$ cat src/rtl/csa_resolve_adder.sv
// Two-stage pipelined resolver for the carry/sum pair produced by a 4:2 compressor.
// Stage 1 adds the low LO_WIDTH bits and registers the carry-out together with the
// untouched upper halves. Stage 2 adds the upper halves plus that carry. Both stages
// use a valid/ready handshake, so the pipeline holds up to two entries and sustains
// one result per cycle while the consumer keeps out_ready high.
module csa_resolve_adder #(
  parameter int unsigned OP_WIDTH = 32,
  // Legal range is 1..OP_WIDTH, which keeps the upper slice at least one bit wide.
  parameter int unsigned LO_WIDTH = 16
) (
  input  logic                  clock,
  input  logic                  reset,
  input  logic                  in_valid,
  output logic                  in_ready,
  input  logic [OP_WIDTH:0]     in_c,
  input  logic [OP_WIDTH:0]     in_s,
  output logic                  out_valid,
  input  logic                  out_ready,
  output logic [OP_WIDTH+1:0]   out_sum,
  output logic                  busy
);

  localparam int unsigned HiWidth = OP_WIDTH + 1 - LO_WIDTH;

  // Stage 1 state
  logic                s1_valid_q, s1_valid_d;
  logic [LO_WIDTH-1:0] s1_lo_q, s1_lo_d;
  logic                s1_cy_q, s1_cy_d;
  logic [HiWidth-1:0]  s1_c_hi_q, s1_c_hi_d;
  logic [HiWidth-1:0]  s1_s_hi_q, s1_s_hi_d;

  // Stage 2 state
  logic                s2_valid_q, s2_valid_d;
  logic [OP_WIDTH+1:0] s2_sum_q, s2_sum_d;

  // Handshake terms
  logic s2_free;
  logic s1_adv;
  logic in_fire;

  // Datapath intermediates
  logic [LO_WIDTH:0]   lo_add;
  logic [HiWidth:0]    hi_add;

  // Flow control: stage 2 frees up when empty or draining; stage 1 moves into it.
  always_comb begin
    s2_free  = !s2_valid_q || out_ready;
    s1_adv   = s1_valid_q && s2_free;
    in_ready = !s1_valid_q || s2_free;
    in_fire  = in_valid && in_ready;
  end

  // Low-half add; the extra MSB is the carry handed to stage 2.
  always_comb begin
    lo_add = {1'b0, in_c[LO_WIDTH-1:0]} + {1'b0, in_s[LO_WIDTH-1:0]};
  end

  // High-half add, one bit wider than the slices so the final carry-out is kept.
  always_comb begin
    hi_add = {1'b0, s1_c_hi_q} + {1'b0, s1_s_hi_q} + {{HiWidth{1'b0}}, s1_cy_q};
  end

  // Stage 1 next state: load on accept, empty when it advances without a refill.
  always_comb begin
    s1_valid_d = s1_valid_q;
    s1_lo_d    = s1_lo_q;
    s1_cy_d    = s1_cy_q;
    s1_c_hi_d  = s1_c_hi_q;
    s1_s_hi_d  = s1_s_hi_q;
    if (in_fire) begin
      s1_valid_d = 1'b1;
      s1_lo_d    = lo_add[LO_WIDTH-1:0];
      s1_cy_d    = lo_add[LO_WIDTH];
      s1_c_hi_d  = in_c[OP_WIDTH:LO_WIDTH];
      s1_s_hi_d  = in_s[OP_WIDTH:LO_WIDTH];
    end else if (s1_adv) begin
      s1_valid_d = 1'b0;
    end
  end

  // Stage 2 next state: load when stage 1 advances, empty on a drain without refill.
  always_comb begin
    s2_valid_d = s2_valid_q;
    s2_sum_d   = s2_sum_q;
    if (s1_adv) begin
      s2_valid_d = 1'b1;
      s2_sum_d   = {hi_add, s1_lo_q};
    end else if (out_ready) begin
      s2_valid_d = 1'b0;
    end
  end

  // Stage 1 registers; data only changes on its load enable.
  always_ff @(posedge clock or posedge reset) begin
    if (reset) begin
      s1_valid_q <= 1'b0;
      s1_lo_q    <= '0;
      s1_cy_q    <= 1'b0;
      s1_c_hi_q  <= '0;
      s1_s_hi_q  <= '0;
    end else begin
      s1_valid_q <= s1_valid_d;
      s1_lo_q    <= s1_lo_d;
      s1_cy_q    <= s1_cy_d;
      s1_c_hi_q  <= s1_c_hi_d;
      s1_s_hi_q  <= s1_s_hi_d;
    end
  end

  // Stage 2 registers drive the outputs directly.
  always_ff @(posedge clock or posedge reset) begin
    if (reset) begin
      s2_valid_q <= 1'b0;
      s2_sum_q   <= '0;
    end else begin
      s2_valid_q <= s2_valid_d;
      s2_sum_q   <= s2_sum_d;
    end
  end

  // Registered outputs plus occupancy flag.
  always_comb begin
    out_valid = s2_valid_q;
    out_sum   = s2_sum_q;
    busy      = s1_valid_q || s2_valid_q;
  end

endmodule

$ cat config.mk
export PLATFORM = sky130hd
export DESIGN_NAME = csa_resolve_adder
export DESIGN_NICKNAME = d
export VERILOG_FILES = /design/src/rtl/csa_resolve_adder.sv
export SDC_FILE = /design/constraint.sdc
export NUM_CORES = 1
export LEC_CHECK = 0
export ABC_CLOCK_PERIOD_IN_PS = 8500
export CELL_PAD_IN_SITES_DETAIL_PLACEMENT = 0
export CELL_PAD_IN_SITES_GLOBAL_PLACEMENT = 2
export CORE_MARGIN = 1
export CORE_UTILIZATION = 35
export CTS_BUF_LIST = sky130_fd_sc_hd__clkbuf_4 sky130_fd_sc_hd__clkbuf_8
export CTS_CLUSTER_DIAMETER = 60
export DETAILED_ROUTE_END_ITERATION = 8
export MAX_ROUTING_LAYER = met4
export PLACE_DENSITY = 0.94
export SYNTH_ARGS = -nofsm -noshare
export SYNTH_HDL_FRONTEND = slang
export SYNTH_SLANG_ARGS = --single-unit
$ cat constraint.sdc
create_clock -name clock -period 8.5 [get_ports clock]
set_clock_uncertainty 0.15 [all_clocks]
set_input_delay 1.7 -clock clock [delete_from_list [all_inputs] [get_ports clock]]
set_output_delay 1.7 -clock clock [all_outputs]
set_load 0.02 [all_outputs]
* Word level (Yosys, flattened, before mapping)
Cells that the tools add are included.
** Word-level totals
- Flip-flop bits (word level) :: 87
- Bits in latches :: 0
- RAM bits :: 0
- Memory bits (read-only) :: 0
- Input port bits :: 70
- Output and inout port bits :: 37
- Word-level logic and storage cells :: 23
- Memories :: 0
** Cells by class
- Add/subtract/negate cells :: 3
- $mul :: 0
- Div/mod/pow operators :: 0
- Order comparisons :: 0
- Eq/ne operators :: 0
- Shifts and indexed selects :: 0
- Mux-type cells :: 4
- Bitwise operators :: 0
- Reductions and logical operators :: 9
** Operator list (number)
- $add A17 B17 Y18 :: 1
- $add A18 B1 Y18 :: 1
- $add A16 B16 Y17 :: 1
- $mux W1 :: 4
- $reduce_bool A2 Y1 :: 2
- $logic_or A1 B1 Y1 :: 3
- $logic_and A1 B1 Y1 :: 2
- $logic_not A1 Y1 :: 2

* Depth between registers and ports, before layout
Gate-level depths: netlist of run 1.
- Depth after elaboration :: 5
- Depth in mapped cells :: 9
- Gate-level depth less buffers :: 9

* Worst setup path before layout of run 1
Ideal clock, no wire load.
- Path kind :: input to output
- From :: input out_ready
- To :: output in_ready
- Arrival time :: 1.993 ns
- Required time :: 6.650 ns
- Slack :: 4.657 ns
- Cell stages on the path :: 1
- Path buffers :: 0
- Path through :: nand3b_1
** Between the ends
- Word-level cells in the longest chain between the ends :: 2
** RTL lines
- start: declaration :: line 18 : input logic out_ready,
- $logic_or A1 B1 Y1 :: line 47 : s2_free = !s2_valid_q || out_ready;
- $logic_or A1 B1 Y1 :: line 49 : in_ready = !s1_valid_q || s2_free;
- end: declaration :: line 14 : output logic in_ready,
No other way between the ends.

* Final worst setup path of run 1
Ends and elaborated chain as after synthesis.

==> flow_summary.ini, run 1 <==
[grt]
grt_pass1_vias = 3858
grt_overflow = 0
grt_max_degree = 58
grt_pass1_wl_mm = 18.4
antenna_found_initial = 0
grt.total_usage_pct = 16.4

[place]
io_buffers = 106
dp_hpwl_mm = 8.18
dpl.cell_count = 762
place.gp.congestion = 0.841

[logic_synthesis]
synth_ff_type = dfrtp_1
synth_top_area_share_pct = 44.5
syn_area_um2 = 4890
synth.yosys.warnings = 0
yosysTopAreaCell = dfrtp_1
synth_edf_count = 0
syn_area_per_cell_um2 = 9.86
async_flop_share_pct = 100
ys_seq_area_share_pct = 44.5
synth_nets = 601
synth_cell_type_count = 61
netlist_instances = 496
netlist_top_cells_count = 94 x nand2_1, 87 x dfrtp_1, 33 x o21ai_0
ys_ff_latch = 87
yosysMostFrequentCell = nand2_1
synth_area_leaders = dfrtp_1 45%, ha_1 8.2%, mux2_2 7.4%, nand2_1 7.2%, o21ai_0 3.4%

[die]
dieArea_um2 = 14400
core_area_um2 = 13500
row_count = 42
die_w_um = 120
io_pins = 107
dieHeight_um = 120
initial_core_util_pct = 36.3

[worst_setup_path]
cp_top_family = buffers and inverters
crit-reg2reg-launch = s1_cy_q$_DFFE_PP0P_
start_kind = primary input
ff2ff_setup_slack_ns = 5.77
crit_chain = clkdlybuf4s50_1, nand3b_1, clkdlybuf4s50_1
critPathMaxStageDelay_ns = 0.68
worstPathRequired_ns = 6.65
critical_path_arrival_ns = 3.12
reg2reg_depth = 9
end_kind = output port
cp_slowest_cell = clkdlybuf4s50_1
path_class = primary input to output port
cpMostUsedCell = clkdlybuf4s50_1
r2r_end = out_sum[28]$_DFFE_PP0P_
critPathBufInv = 2
cp_max_fo = 4

[clock_tree]
ctsResizeCount = 0
cts_buffer_depth = 2
insertion_delay_ns = 0.36
post_cts_buffers = 0
clockRootBuffer = clkbuf_8
ctsHtreeMaxLevel = 3
clk_pin_slew_ns = 0.09
cts_made_buffers = 9
cts_hold_buf = 0
cts_tree = built
clkSinkCount = 87

[finish]
fin_util_pct = 46.8
diodes = 0
stdcell_count = 778
syn_to_final_growth_pct = 28.7
finalNetCount = 702
drive_gt1_share_pct = 11.5

[timing]
rsz0062_at_grt = false
final_max_slew_viol_count = 0
tns_ns = 0
setup_viol = 0
fin_crit_sh_pct = 58.5
fmax_mhz = 201
hold_ws_ns = 0.321
maxSlewHeadroom_pct = 29.8
finalHoldViolCount = 0
fin_crit_ns = 4.97
tightest_slew_ns = 1.05

[drt]
drt_iter0_markers = 214
wl_mm = 11.0
drcViolationCount = 0
via_per_inst = 5.04
wl_per_cell_um = 14.2
vias = 3918
dr.pass1.iters = 4
drt.antenna.violating_nets = 0

[pwr]
p_per_area_nw_per_um2 = 226
vdd_ir_drop_max_uv = 81.4
pwr-share-comb_pct = 40.8
switching_share_pct = 36.7
leakage_nw = 2.71
power_frac_clock_pct = 18.7
pwr-share-seq_pct = 40.5
p_sw_mw = 0.521
p_int_mw = 0.900

[outcome]
outcome = completed

[worst_hold_path]
hold_depth = 2
whs_endpoint = out_sum[3]$_DFFE_PP0P_
worstHoldPathType = flip-flop to flip-flop
hp-start = s1_lo_q[3]$_DFFE_PP0P_

[job]
drv_cap = 0
[stage by stage]
stage,instance area (µm²),total power [mW],setup slack [ns]
after floorplan,4890,0.933,4.40
after global placement,6120,1.15,3.54
after detailed placement,6120,1.17,3.51
after CTS,6290,1.44,3.49
after global routing,6290,1.52,3.48
final,6290,1.42,3.53
[worst register-to-register path: stages, from the launching register on]
cell and delay [ns]:
dfrtp_1 0.37, inv_1 0.06, fa_1 0.48, fa_1 0.45, nor2b_1 0.14, o21a_1 0.16
o21ai_2 0.10, a211o_1 0.32, a2111oi_2 0.28, nand3b_1 0.15
[kinds of logic (layout without fill, tap and decap cells)]
group	count (synthesis)	count (layout)	share of synthesized area, %
simple gates	160	160	14.8
flops	87	87	44.5
mux	34	34	7.78
compound gates	129	129	17.8
fa+ha+maj	35	35	9.42
xor+xnor	15	15	2.69
buf+inv	36	142	2.94
[sequential cells by signal (all words and copies together) (netlist names)]
register    cells
s1_cy_q         1
s1_valid_q      1
s1_c_hi_q      17
s1_s_hi_q      17
s1_lo_q        16
out_sum        34
out_valid       1
[worst max-delay path by stage]
stage | startpoint | endpoint | slack, ns | cells after the start
6_report | out_ready | in_ready | 3.53 | 3
3_3_place_gp | out_ready | in_ready | 3.54 | 3
5_1_grt | out_ready | in_ready | 3.48 | 3
3_5_place_dp | out_ready | in_ready | 3.51 | 3
2_1_floorplan | reset | out_sum[0]$_DFFE_PP0P_ | 4.40 | 1
4_1_cts | out_ready | in_ready | 3.49 | 3
[power groups by stage]
stage	sequential, mW	clock (mW)	combinational (mW)
after floorplan	0.638	0	0.295
final	0.576	0.266	0.580
after CTS	0.578	0.274	0.585
after global placement	0.581	0	0.573
after detailed placement	0.585	0	0.582
after global routing	0.589	0.289	0.637
[cells in the final DEF (no fill, tap or decap), types with 4 or more instances in the layout]
master / instances
clkdlybuf4s50_1: 106
nand2_1: 92
dfrtp_1: 87
o21ai_0: 33
mux2_2: 32
ha_1: 32
a21oi_1: 24
inv_1: 16
nor2_1: 15
o21a_1: 10
xor2_1: 9
nor3_1: 9
clkbuf_8: 9
nand3_1: 7
o31ai_1: 6
a21o_1: 6
xnor2_1: 6
a211oi_1: 6
o21ai_1: 6
o21bai_1: 5
nor2b_1: 4
nand4_1: 4
nand3b_1: 4
[area by class of cell]
class / count / area, µm²
fill: 1313 / 7160
multi-input combinational: 373 / 2570
clock inverter: 6 / 46.3
sequential: 87 / 2180
timing repair buffer: 108 / 1080
clock buffer: 10 / 131
inverter: 18 / 68.8
tap: 176 / 220
[routing by layer]
| layer | global-route usage (%) | vias to the layer above | share of wire, % |
|---|---|---|---|
| met3 | 2.08 | 8 | 3.9 |
| met5 | - | - | 0 |
| met1 | 20.4 | 1854 | 46 |
| met2 | 27.6 | 92 | 49 |
| met4 | 5.63 | 0 | 1.2 |
| li1 | - | 1964 | - |
No activity file was read; power rests on OpenSTA's default activity.
==> run 2, diff against run 1 <==
- ABC_CLOCK_PERIOD_IN_PS: 8500 -> 4950
- CORE_UTILIZATION: 35 -> 32
- PLACE_DENSITY: 0.94 -> 0.87
- clock period: 8.5 -> 4.95 ns (I/O delays scaled with it)
==> flow_summary.ini, run 2 (same netlist as run 1, synthesis figures left out) <==
[worst_setup_path]
r2r_end = out_sum[28]$_DFFE_PP0P_
reg2reg_depth = 9
critical_path_arrival_ns = 2.30
start_kind = primary input
ff2ff_setup_slack_ns = 2.24
path_class = primary input to output port
cp_max_fo = 4
crit-reg2reg-launch = s1_cy_q$_DFFE_PP0P_
end_kind = output port
worstPathRequired_ns = 3.81

[clock_tree]
clk_pin_slew_ns = 0.09
cts_buffer_depth = 2
clockRootBuffer = clkbuf_8
ctsHtreeMaxLevel = 3
insertion_delay_ns = 0.36
cts_tree = built
cts_hold_buf = 0
clkSinkCount = 87
post_cts_buffers = 0
ctsResizeCount = 0
cts_made_buffers = 9

[finish]
layout_commonest_cell = clkdlybuf4s50_1
drive_gt1_share_pct = 11.6
largest_reg_flops = 34
multi_input_area_um2 = 2570
diodes = 0
final_cell_area_um2 = 6360
final.fill_count = 1437
finalNetCount = 703
seq_area_um2 = 2180
fin_util_pct = 43.2
final_cell_mix = 106 x clkdlybuf4s50_1, 92 x nand2_1, 87 x dfrtp_1
syn_to_final_growth_pct = 30.0

[worst_hold_path]
whs_endpoint = out_sum[2]$_DFFE_PP0P_
worstHoldPathType = flip-flop to flip-flop
hp-start = s1_lo_q[2]$_DFFE_PP0P_
hold_depth = 2

[timing]
rsz0062_at_grt = false
tns_ns = 0
maxSlewHeadroom_pct = 37.4
fmax_mhz = 291
finalHoldViolCount = 0
tightest_slew_ns = 0.939
setup_viol = 0
final_max_slew_viol_count = 0
fin_crit_sh_pct = 69.4
fin_crit_ns = 3.44

[grt]
grt_overflow = 0
grt_pass1_wl_mm = 18.8
antenna_found_initial = 0
grt.total_usage_pct = 15.3
grt_max_degree = 54
grt_pass1_vias = 3866

[pwr]
leakage_nw = 2.73
vdd_ir_drop_max_uv = 110
total_power_mw = 2.54
p_per_area_nw_per_um2 = 400

[drt]
drcViolationCount = 11
vias = 3904
wl_mm = 11.2
via_per_inst = 4.96
drt.antenna.violating_nets = 0
drt_iter0_markers = 228
dr.pass1.iters = 7
wl_per_cell_um = 14.3

[die]
core_area_um2 = 14700
dieArea_um2 = 15800
initial_core_util_pct = 33.3
io_pins = 107
dieHeight_um = 126
die_w_um = 126
row_count = 44

[place]
io_buffers = 106
post_dp_cell_area_um2 = 6130
dp_hpwl_mm = 8.59
place.gp.congestion = 0.818

[job]
drv_cap = 0

[outcome]
violations = DRC
outcome = complete, but fails checks
[run 2: cell count changes in the layout (fill, tap and decap cells not counted), sizes merged]
| cell | delta |
|---|---|
| buf | +1 |
| bufinv | +2 |
| clkinv | -2 |
[run 2: worst max-delay path by stage]
| stage | from | end | cells past startpoint |
|---|---|---|---|
| 2_1_floorplan | reset | out_sum[0]$_DFFE_PP0P_ | 1 |
| 3_3_place_gp | in_c[0] | s1_cy_q$_DFFE_PP0P_ | 9 |
| 3_5_place_dp | in_c[0] | s1_cy_q$_DFFE_PP0P_ | 9 |
| 4_1_cts | out_ready | in_ready | 3 |
| 5_1_grt | out_ready | in_ready | 3 |
| 6_report | out_ready | in_ready | 3 |
[run 2: cell type report]
type | count | share of cell area [%]
Clock inverter | 6 | 1.46
Clock buffer | 10 | 2.07
Tap cell | 184 | 3.62
Multi-Input combinational cell | 373 | 40.5
Inverter | 18 | 1.08
Sequential cell | 87 | 34.2
Timing Repair Buffer | 109 | 17.0
[run 2: routing by layer]
metal  share of wire, %  GRT usage, %  vias up
met5                  0             -        -
met4               0.66          4.16        0
met3                3.6          2.51        6
met2                 50          25.8       82
met1                 46          18.8     1848
li1                   -             -     1968
[run 2: metrics by stage]
| step | cells | setup slack [ns] | hold WS (ns) |
|---|---|---|---|
| 2_1_floorplan | 496 | 1.56 | 0.280 |
| 3_3_place_gp | 771 | 1.45 | 0.292 |
| 3_5_place_dp | 771 | 1.42 | 0.301 |
| 4_1_cts | 787 | 1.52 | 0.329 |
| 5_1_grt | 787 | 1.47 | 0.340 |
| 6_report | 787 | 1.51 | 0.322 |
[run 2: worst max-delay path, cell delays in order]
cell	delay [ns]
clkdlybuf4s50_1	0.46
nand3b_1	0.20
clkdlybuf4s50_1	0.64
[run 2: where the power goes]
| part | internal (mW) | switching (mW) |
|---|---|---|
| logic | 0.475 | 0.530 |
| registers | 0.881 | 0.0992 |
| clock network | 0.293 | 0.265 |
